File: config.mk
export PLATFORM = sky130hd
export DESIGN_NAME = serial_adder_arbiter
export DESIGN_NICKNAME = d
export VERILOG_FILES = /design/src/rtl/serial_adder_arbiter.sv
export SDC_FILE = /design/constraint.sdc
export NUM_CORES = 1
export LEC_CHECK = 0
export BUFFER_PORTS_ARGS = -buffer_cell sky130_fd_sc_hd__buf_2
export CAP_MARGIN = 20
export CORE_UTILIZATION = 47
export CTS_CLUSTER_DIAMETER = 150
export DETAILED_ROUTE_END_ITERATION = 10
export PLACE_DENSITY = 0.75
export SLEW_MARGIN = 20
export SYNTH_ARGS = -nofsm -noshare
export SYNTH_HDL_FRONTEND = slang
export SYNTH_SLANG_ARGS = --single-unit
export TNS_END_PERCENT = 30
File: constraint.sdc
create_clock -name i_clk -period 1.15 [get_ports i_clk]
set_clock_uncertainty 0.05 [all_clocks]
set_input_delay 0.115 -clock i_clk [delete_from_list [all_inputs] [get_ports i_clk]]
set_output_delay 0.115 -clock i_clk [all_outputs]
set_load 0.02 [all_outputs]
File: src/rtl/serial_adder_arbiter.sv
// Bit-serial adder sharing one full-adder cell between two round-robin arbitrated requesters.
// Operands are summed LSB-first over WIDTH cycles; the result is posted as a one-cycle pulse.
module serial_adder_arbiter #(
    parameter int WIDTH = 8
) (
    input  logic             i_clk,
    input  logic             i_rst_n,
    input  logic             i_req0_valid,
    input  logic [WIDTH-1:0] i_req0_a,
    input  logic [WIDTH-1:0] i_req0_b,
    input  logic             i_req0_cin,
    output logic             o_req0_ready,
    input  logic             i_req1_valid,
    input  logic [WIDTH-1:0] i_req1_a,
    input  logic [WIDTH-1:0] i_req1_b,
    input  logic             i_req1_cin,
    output logic             o_req1_ready,
    output logic             o_res_valid,
    output logic [WIDTH-1:0] o_res_sum,
    output logic             o_res_cout,
    output logic             o_res_id,
    output logic             o_busy
);
    localparam int CW = $clog2(WIDTH);

    typedef enum logic [1:0] {
        S_IDLE,
        S_RUN,
        S_DONE
    } state_t;

    state_t           r_state;
    logic [WIDTH-1:0] r_a_sh;
    logic [WIDTH-1:0] r_b_sh;
    logic [WIDTH-1:0] r_sum_sh;
    logic             r_carry;
    logic [CW-1:0]    r_cnt;
    logic             r_cur_id;
    logic             r_last_grant;
    logic             r_busy;
    logic             r_res_valid;
    logic [WIDTH-1:0] r_res_sum;
    logic             r_res_cout;
    logic             r_res_id;

    logic             w_grant_id;
    logic             w_idle;
    logic             w_accept;
    logic             w_fa_sum;
    logic             w_fa_cout;
    logic [WIDTH-1:0] w_sum_next;

    // On a tie the requester that did not win last time is granted.
    always_comb begin
        w_grant_id = ~i_req0_valid;
        if (i_req0_valid && i_req1_valid) begin
            w_grant_id = ~r_last_grant;
        end
    end

    assign w_idle       = i_rst_n && (r_state == S_IDLE);
    assign o_req0_ready = w_idle && i_req0_valid && !w_grant_id;
    assign o_req1_ready = w_idle && i_req1_valid && w_grant_id;
    assign w_accept     = o_req0_ready || o_req1_ready;

    assign w_fa_sum   = r_a_sh[0] ^ r_b_sh[0] ^ r_carry;
    assign w_fa_cout  = (r_a_sh[0] & r_b_sh[0]) | (r_carry & (r_a_sh[0] ^ r_b_sh[0]));
    assign w_sum_next = {w_fa_sum, r_sum_sh[WIDTH-1:1]};

    always_ff @(posedge i_clk) begin
        if (!i_rst_n) begin
            r_state      <= S_IDLE;
            r_a_sh       <= '0;
            r_b_sh       <= '0;
            r_sum_sh     <= '0;
            r_carry      <= 1'b0;
            r_cnt        <= '0;
            r_cur_id     <= 1'b0;
            r_last_grant <= 1'b1;
            r_busy       <= 1'b0;
            r_res_valid  <= 1'b0;
            r_res_sum    <= '0;
            r_res_cout   <= 1'b0;
            r_res_id     <= 1'b0;
        end else begin
            case (r_state)
                S_IDLE: begin
                    if (w_accept) begin
                        r_a_sh       <= w_grant_id ? i_req1_a : i_req0_a;
                        r_b_sh       <= w_grant_id ? i_req1_b : i_req0_b;
                        r_carry      <= w_grant_id ? i_req1_cin : i_req0_cin;
                        r_cur_id     <= w_grant_id;
                        r_last_grant <= w_grant_id;
                        r_cnt        <= '0;
                        r_busy       <= 1'b1;
                        r_state      <= S_RUN;
                    end
                end
                S_RUN: begin
                    r_a_sh   <= {1'b0, r_a_sh[WIDTH-1:1]};
                    r_b_sh   <= {1'b0, r_b_sh[WIDTH-1:1]};
                    r_sum_sh <= w_sum_next;
                    r_carry  <= w_fa_cout;
                    r_cnt    <= r_cnt + CW'(1);
                    // Result registers load with the final bit so they are valid throughout DONE.
                    if (r_cnt == CW'(WIDTH - 1)) begin
                        r_state     <= S_DONE;
                        r_res_valid <= 1'b1;
                        r_res_sum   <= w_sum_next;
                        r_res_cout  <= w_fa_cout;
                        r_res_id    <= r_cur_id;
                    end
                end
                S_DONE: begin
                    r_res_valid <= 1'b0;
                    r_busy      <= 1'b0;
                    r_state     <= S_IDLE;
                end
                default: begin
                    r_state <= S_IDLE;
                end
            endcase
        end
    end

    assign o_res_valid = r_res_valid;
    assign o_res_sum   = r_res_sum;
    assign o_res_cout  = r_res_cout;
    assign o_res_id    = r_res_id;
    assign o_busy      = r_busy;

endmodule

## Yosys cells after proc, flatten, opt, wreduce, memory -nomap -nowiden

Cells that the tools add are included.

- Bits in registers: 44
- Input bits: 38
- Output and inout port bits: 14
- Word-level logic and storage cells: 63

- $add $sub $neg: 1
- Equal/unequal tests: 5
- Mux-type cells: 19
- Bitwise gates (word level): 7
- Reduce and logical (&&, ||, !) cells: 18

Operators with widths:

| cell | number |
|---|---|
| 2-to-1 mux 8 bit | 4 |
| case mux 8 bit (2 select lines) | 2 |
| AND reduction 2 bit | 6 |
| logical AND 1 bit | 6 |
| case mux 1 bit (2 select lines) | 3 |
| case mux 3 bit (2 select lines) | 1 |
| nonzero test 2 bit | 3 |
| 2-to-1 mux 1 bit | 5 |
| 2-to-1 mux 2 bit | 2 |
| != test 2 bit, second input constant | 2 |
| case mux 2 bit (2 select lines) | 1 |
| adder 3 x 1 -> 3 bit, second input constant | 1 |
| equality test 3 bit, second input constant | 1 |
| 2-to-1 mux 3 bit | 1 |
| bitwise AND 1 bit | 2 |
| equality test 2 x 1 -> 1 bit, second input constant | 1 |
| equality test 2 bit, second input constant | 1 |
| logical NOT 2 bit | 1 |
| inverter 1 bit | 2 |
| XOR 1 bit | 2 |
| logical NOT 1 bit | 1 |
| logical OR 1 bit | 1 |
| OR 1 bit | 1 |

## Longest topological paths before layout

- Depth in word-level cells: 7
- Depth in mapped cells: 7
- Mapped depth without buffers: 5

## Least setup slack after synthesis

OpenSTA, ideal clock, no wires.

- Path type: reg2out
- From: register r_state[1]
- To: output port o_req1_ready
- Arrival time: 1.343 ns
- Required time: 0.985 ns
- Slack: -0.358 ns
- Stages on the path, launching flop included: 4
- Buffers on the path: 1
- Cells stage by stage: dfxtp_1 -> buf_6 -> or3b_4 -> a211oi_1

- Longest elaborated chain between the ends: 4

RTL lines:

| element | line | source |
|---|---|---|
| from (decl) | 32 | `state_t r_state;` |
| from (signal assigned) | 72 | `r_state <= S_IDLE;` |
| from (signal assigned) | 96 | `r_state <= S_RUN;` |
| from (signal assigned) | 107 | `r_state <= S_DONE;` |
| logical NOT 2 bit | 61 | `assign w_idle = i_rst_n && (r_state == S_IDLE);` |
| logical AND 1 bit | 61 |  |
| logical AND 1 bit (2 in a row) | 63 | `assign o_req1_ready = w_idle && i_req1_valid && w_grant_id;` |
| to (decl) | 17 | `output logic o_req1_ready,` |

Every way passes these cells.

## Worst setup path in the final report

- From: register r_state[0]
- To: output port o_req1_ready

The elaborated chain is that of the path after synthesis.

==> metrics <==
post-synthesis mux area share=0.00954; sequential fraction of design power=0.445; Max Cap Violations=0; Worst-Margin Slew=0.326 ns; Final nets=371; status=finished with violations; final worst path period need=1.54 ns; Filler cells=304; CP max FO=3; drt drc=0; total length of routed wires=5680 um; switch share=0.248; Die Span Y=68.8 um; Hold Path Origin=i_req0_a[7]; adder-cell area share of the yosys netlist=0.0215; Max stage delay on crit path=0.43 ns; Post-synth EDFFs=0; DP Area=2650 um2; Reg2Reg Depth=6; Yosys warnings=0; VDD IR max=0.757 mV; crit path DAT=1.37 ns; Top FF cell, synth=dfxtp_1; Worst Setup End Kind=output pin; period utilization=1.34; Fmax=0.650 GHz; CP max-delay cell=or3b_4; Placer Congestion=0.819; Die Width=68.8 um; Pre-antenna DRT Iters=4; htree depth=2; number of I/O port buffers=51; largest family of logic cells by synthesized area=compound AO/OA/AOI/OAI gates; Clock Sinks=43; pin count of the biggest net entering global routing=34; clock share of power=0.374; CP Class=reg2out; register area share after synthesis=0.410; routed len/inst=14.9 um; asr flop ratio synth=0; Reg area=867 um2; Int Pwr=0.00278 W; Max Slew Vio Count=0; Initial DRC Count=186; Syn Area/Cell=8.27 um2; failing checks=setup timing; synthesized cell area=2100 um2; Comb pwr share=0.182; Crit. Startpoint=r_state[0]; Post-DRT Antenna Nets=0; Final TNS setup=-5.12 ns; multi-input logic area=1270 um2; vias=2,137; Post-Synth Simple-Gate Area=0.200; WHS Path Cells=3; xor and xnor fraction of the mapped netlist area=0; total gr overflow=0; vias in the first global route=1,984; startpoint class of the critical path=flip-flop; WP data required=0.99 ns; cell area power density=1230 nW/um2; RSZ-0062 raised after global routing=true; FP Rows=23; Via density=5.61; Compound-Gate Fraction of Synth Area=0.298; Layout area overhead=43.4%; most common cell after layout, fill and taps aside=nand2_1; effective utilization at floorplan=0.507; Final Hold Vio Count=0; commonest non-fill, non-tap cells in the layout=64 x nand2_1, 49 x buf_2, 38 x dfxtp_1, 22 x nor2_1, 21 x buf_4; hpwl dp=3500 um; later-pin clock latency in the skew report=0.30 ns; WP depth=3; Root Driver=clkbuf_8; worst setup margin=-0.389 ns; Yosys reg bits=43; Die ar.=4740 um2; endpoints failing setup=43; global-route usage over all layers=0.265; max_slew headroom=0.780; static leakage=1.36 nW; I/O Pins=52; CTS tree=done; Antenna Cells=0; Syn Inst Count=254; worst r2r src=r_state[1]; share of layout cells above drive strength 1=0.450; Post-CTS Hold Buffers=0; Unique masters post-synth=32; Hold Path Class=in2reg; synthesized net count=295; clock transition at the registers of the reported paths=0.08 ns; initial antenna violation count=0; Cell Chain, Critical Path=or3b_4 > a211oi_4 > buf_6; delay-heaviest family, CP=simple AND/OR/NAND/NOR gates; CP bufs+invs=1; global-route wire length before repair=9200 um; clk buf depth=2; CTS Buf Count=5; core box area=4140 um2; net switching power=0.000914 W; Final Instance Area=3010 um2
[area by class of cell]
class | count | share of cell area
Multi-Input combinational cell | 188 | 0.421
Inverter | 3 | 0.00540
Sequential cell | 43 | 0.288
Timing Repair Buffer | 89 | 0.221
Tap cell | 50 | 0.0208
Clock inverter | 2 | 0.0199
Clock buffer | 6 | 0.0241
[worst min-delay path, delay by kind of cell]
kind                   cells  cell delay [ns]
buffers and inverters      1             0.08
AO/OA/AOI/OAI              1             0.13
multiplexers               1             0.06
[kinds of logic (layout without fill, tap and decap cells)]
| family | Yosys count | count (layout) |
|---|---|---|
| multiplexers | 2 | 2 |
| AND/OR/NAND/NOR | 103 | 104 |
| buffers and inverters | 24 | 100 |
| AO/OA/AOI/OAI | 79 | 79 |
| flip-flops | 43 | 43 |
| adder cells (fa/ha/maj) | 3 | 3 |
[registers in the layout (all words and copies together) (netlist names)]
signal / cells
o_res_id: 1
o_res_cout: 1
r_last_grant: 1
r_cnt: 3
o_busy: 1
o_res_valid: 1
r_state: 2
r_b_sh: 8
r_sum_sh: 7
r_a_sh: 8
o_res_sum: 8
r_cur_id: 1
r_carry: 1
[what timing repair did]
action	4_1_cts	5_1_grt
pin swaps	10	7
endpoints found under the setup margin	43	44
cloned	2	0
gates resized for setup	40	16
buffers inserted	3	1
[cell usage after synthesis (5+ instances only)]
library cell / instances / area (um2)
o41ai_2: 10 / 163
o211ai_1: 17 / 128
clkbuf_1: 7 / 26.3
o22ai_1: 15 / 93.8
nand2_1: 68 / 255
dfxtp_1: 43 / 861
a21oi_1: 22 / 110
buf_2: 9 / 45.0
o41ai_1: 5 / 43.8
nor2_1: 27 / 101
[per-layer routing]
layer,vias to the layer above,wire length (um),track usage,part of all wire
li1,1056,-,-,-
met1,988,2410,0.335,0.42
met2,77,2870,0.450,0.51
met3,16,273,0.0576,0.048
met4,0,122,0.0791,0.021
met5,-,0,0,0
[stage by stage]
stage               power, W  hold WS [ns]   util  instances  worst slack (ns)
floorplan            0.00201         0.243      -        254            -0.108
global placement     0.00224         0.364  0.640        368            -0.109
detailed placement   0.00225         0.375  0.640        368            -0.126
CTS                  0.00366        0.0742  0.708        380            -0.389
global route         0.00385        0.0961  0.727        381            -0.433
finish               0.00369        0.0703  0.727        381            -0.389
[worst paths after layout]
check	end	slack, ns
setup / recovery	o_req1_ready	-0.39
hold / removal	r_a_sh[7]	0.07
setup reg to reg	r_b_sh[1]	-0.24
hold reg to reg	o_res_id	0.41
[power by group through the flow]
| stage | Sequential (W) | Combinational (W) | Clock, W |
|---|---|---|---|
| 2_1_floorplan | 0.00166 | 0.000345 | 0 |
| 3_3_place_gp | 0.00167 | 0.000568 | 0 |
| 3_5_place_dp | 0.00167 | 0.000579 | 0 |
| 4_1_cts | 0.00164 | 0.000637 | 0.00139 |
| 5_1_grt | 0.00165 | 0.000730 | 0.00147 |
| 6_report | 0.00164 | 0.000670 | 0.00138 |
No activity file was read; power rests on OpenSTA's default activity.
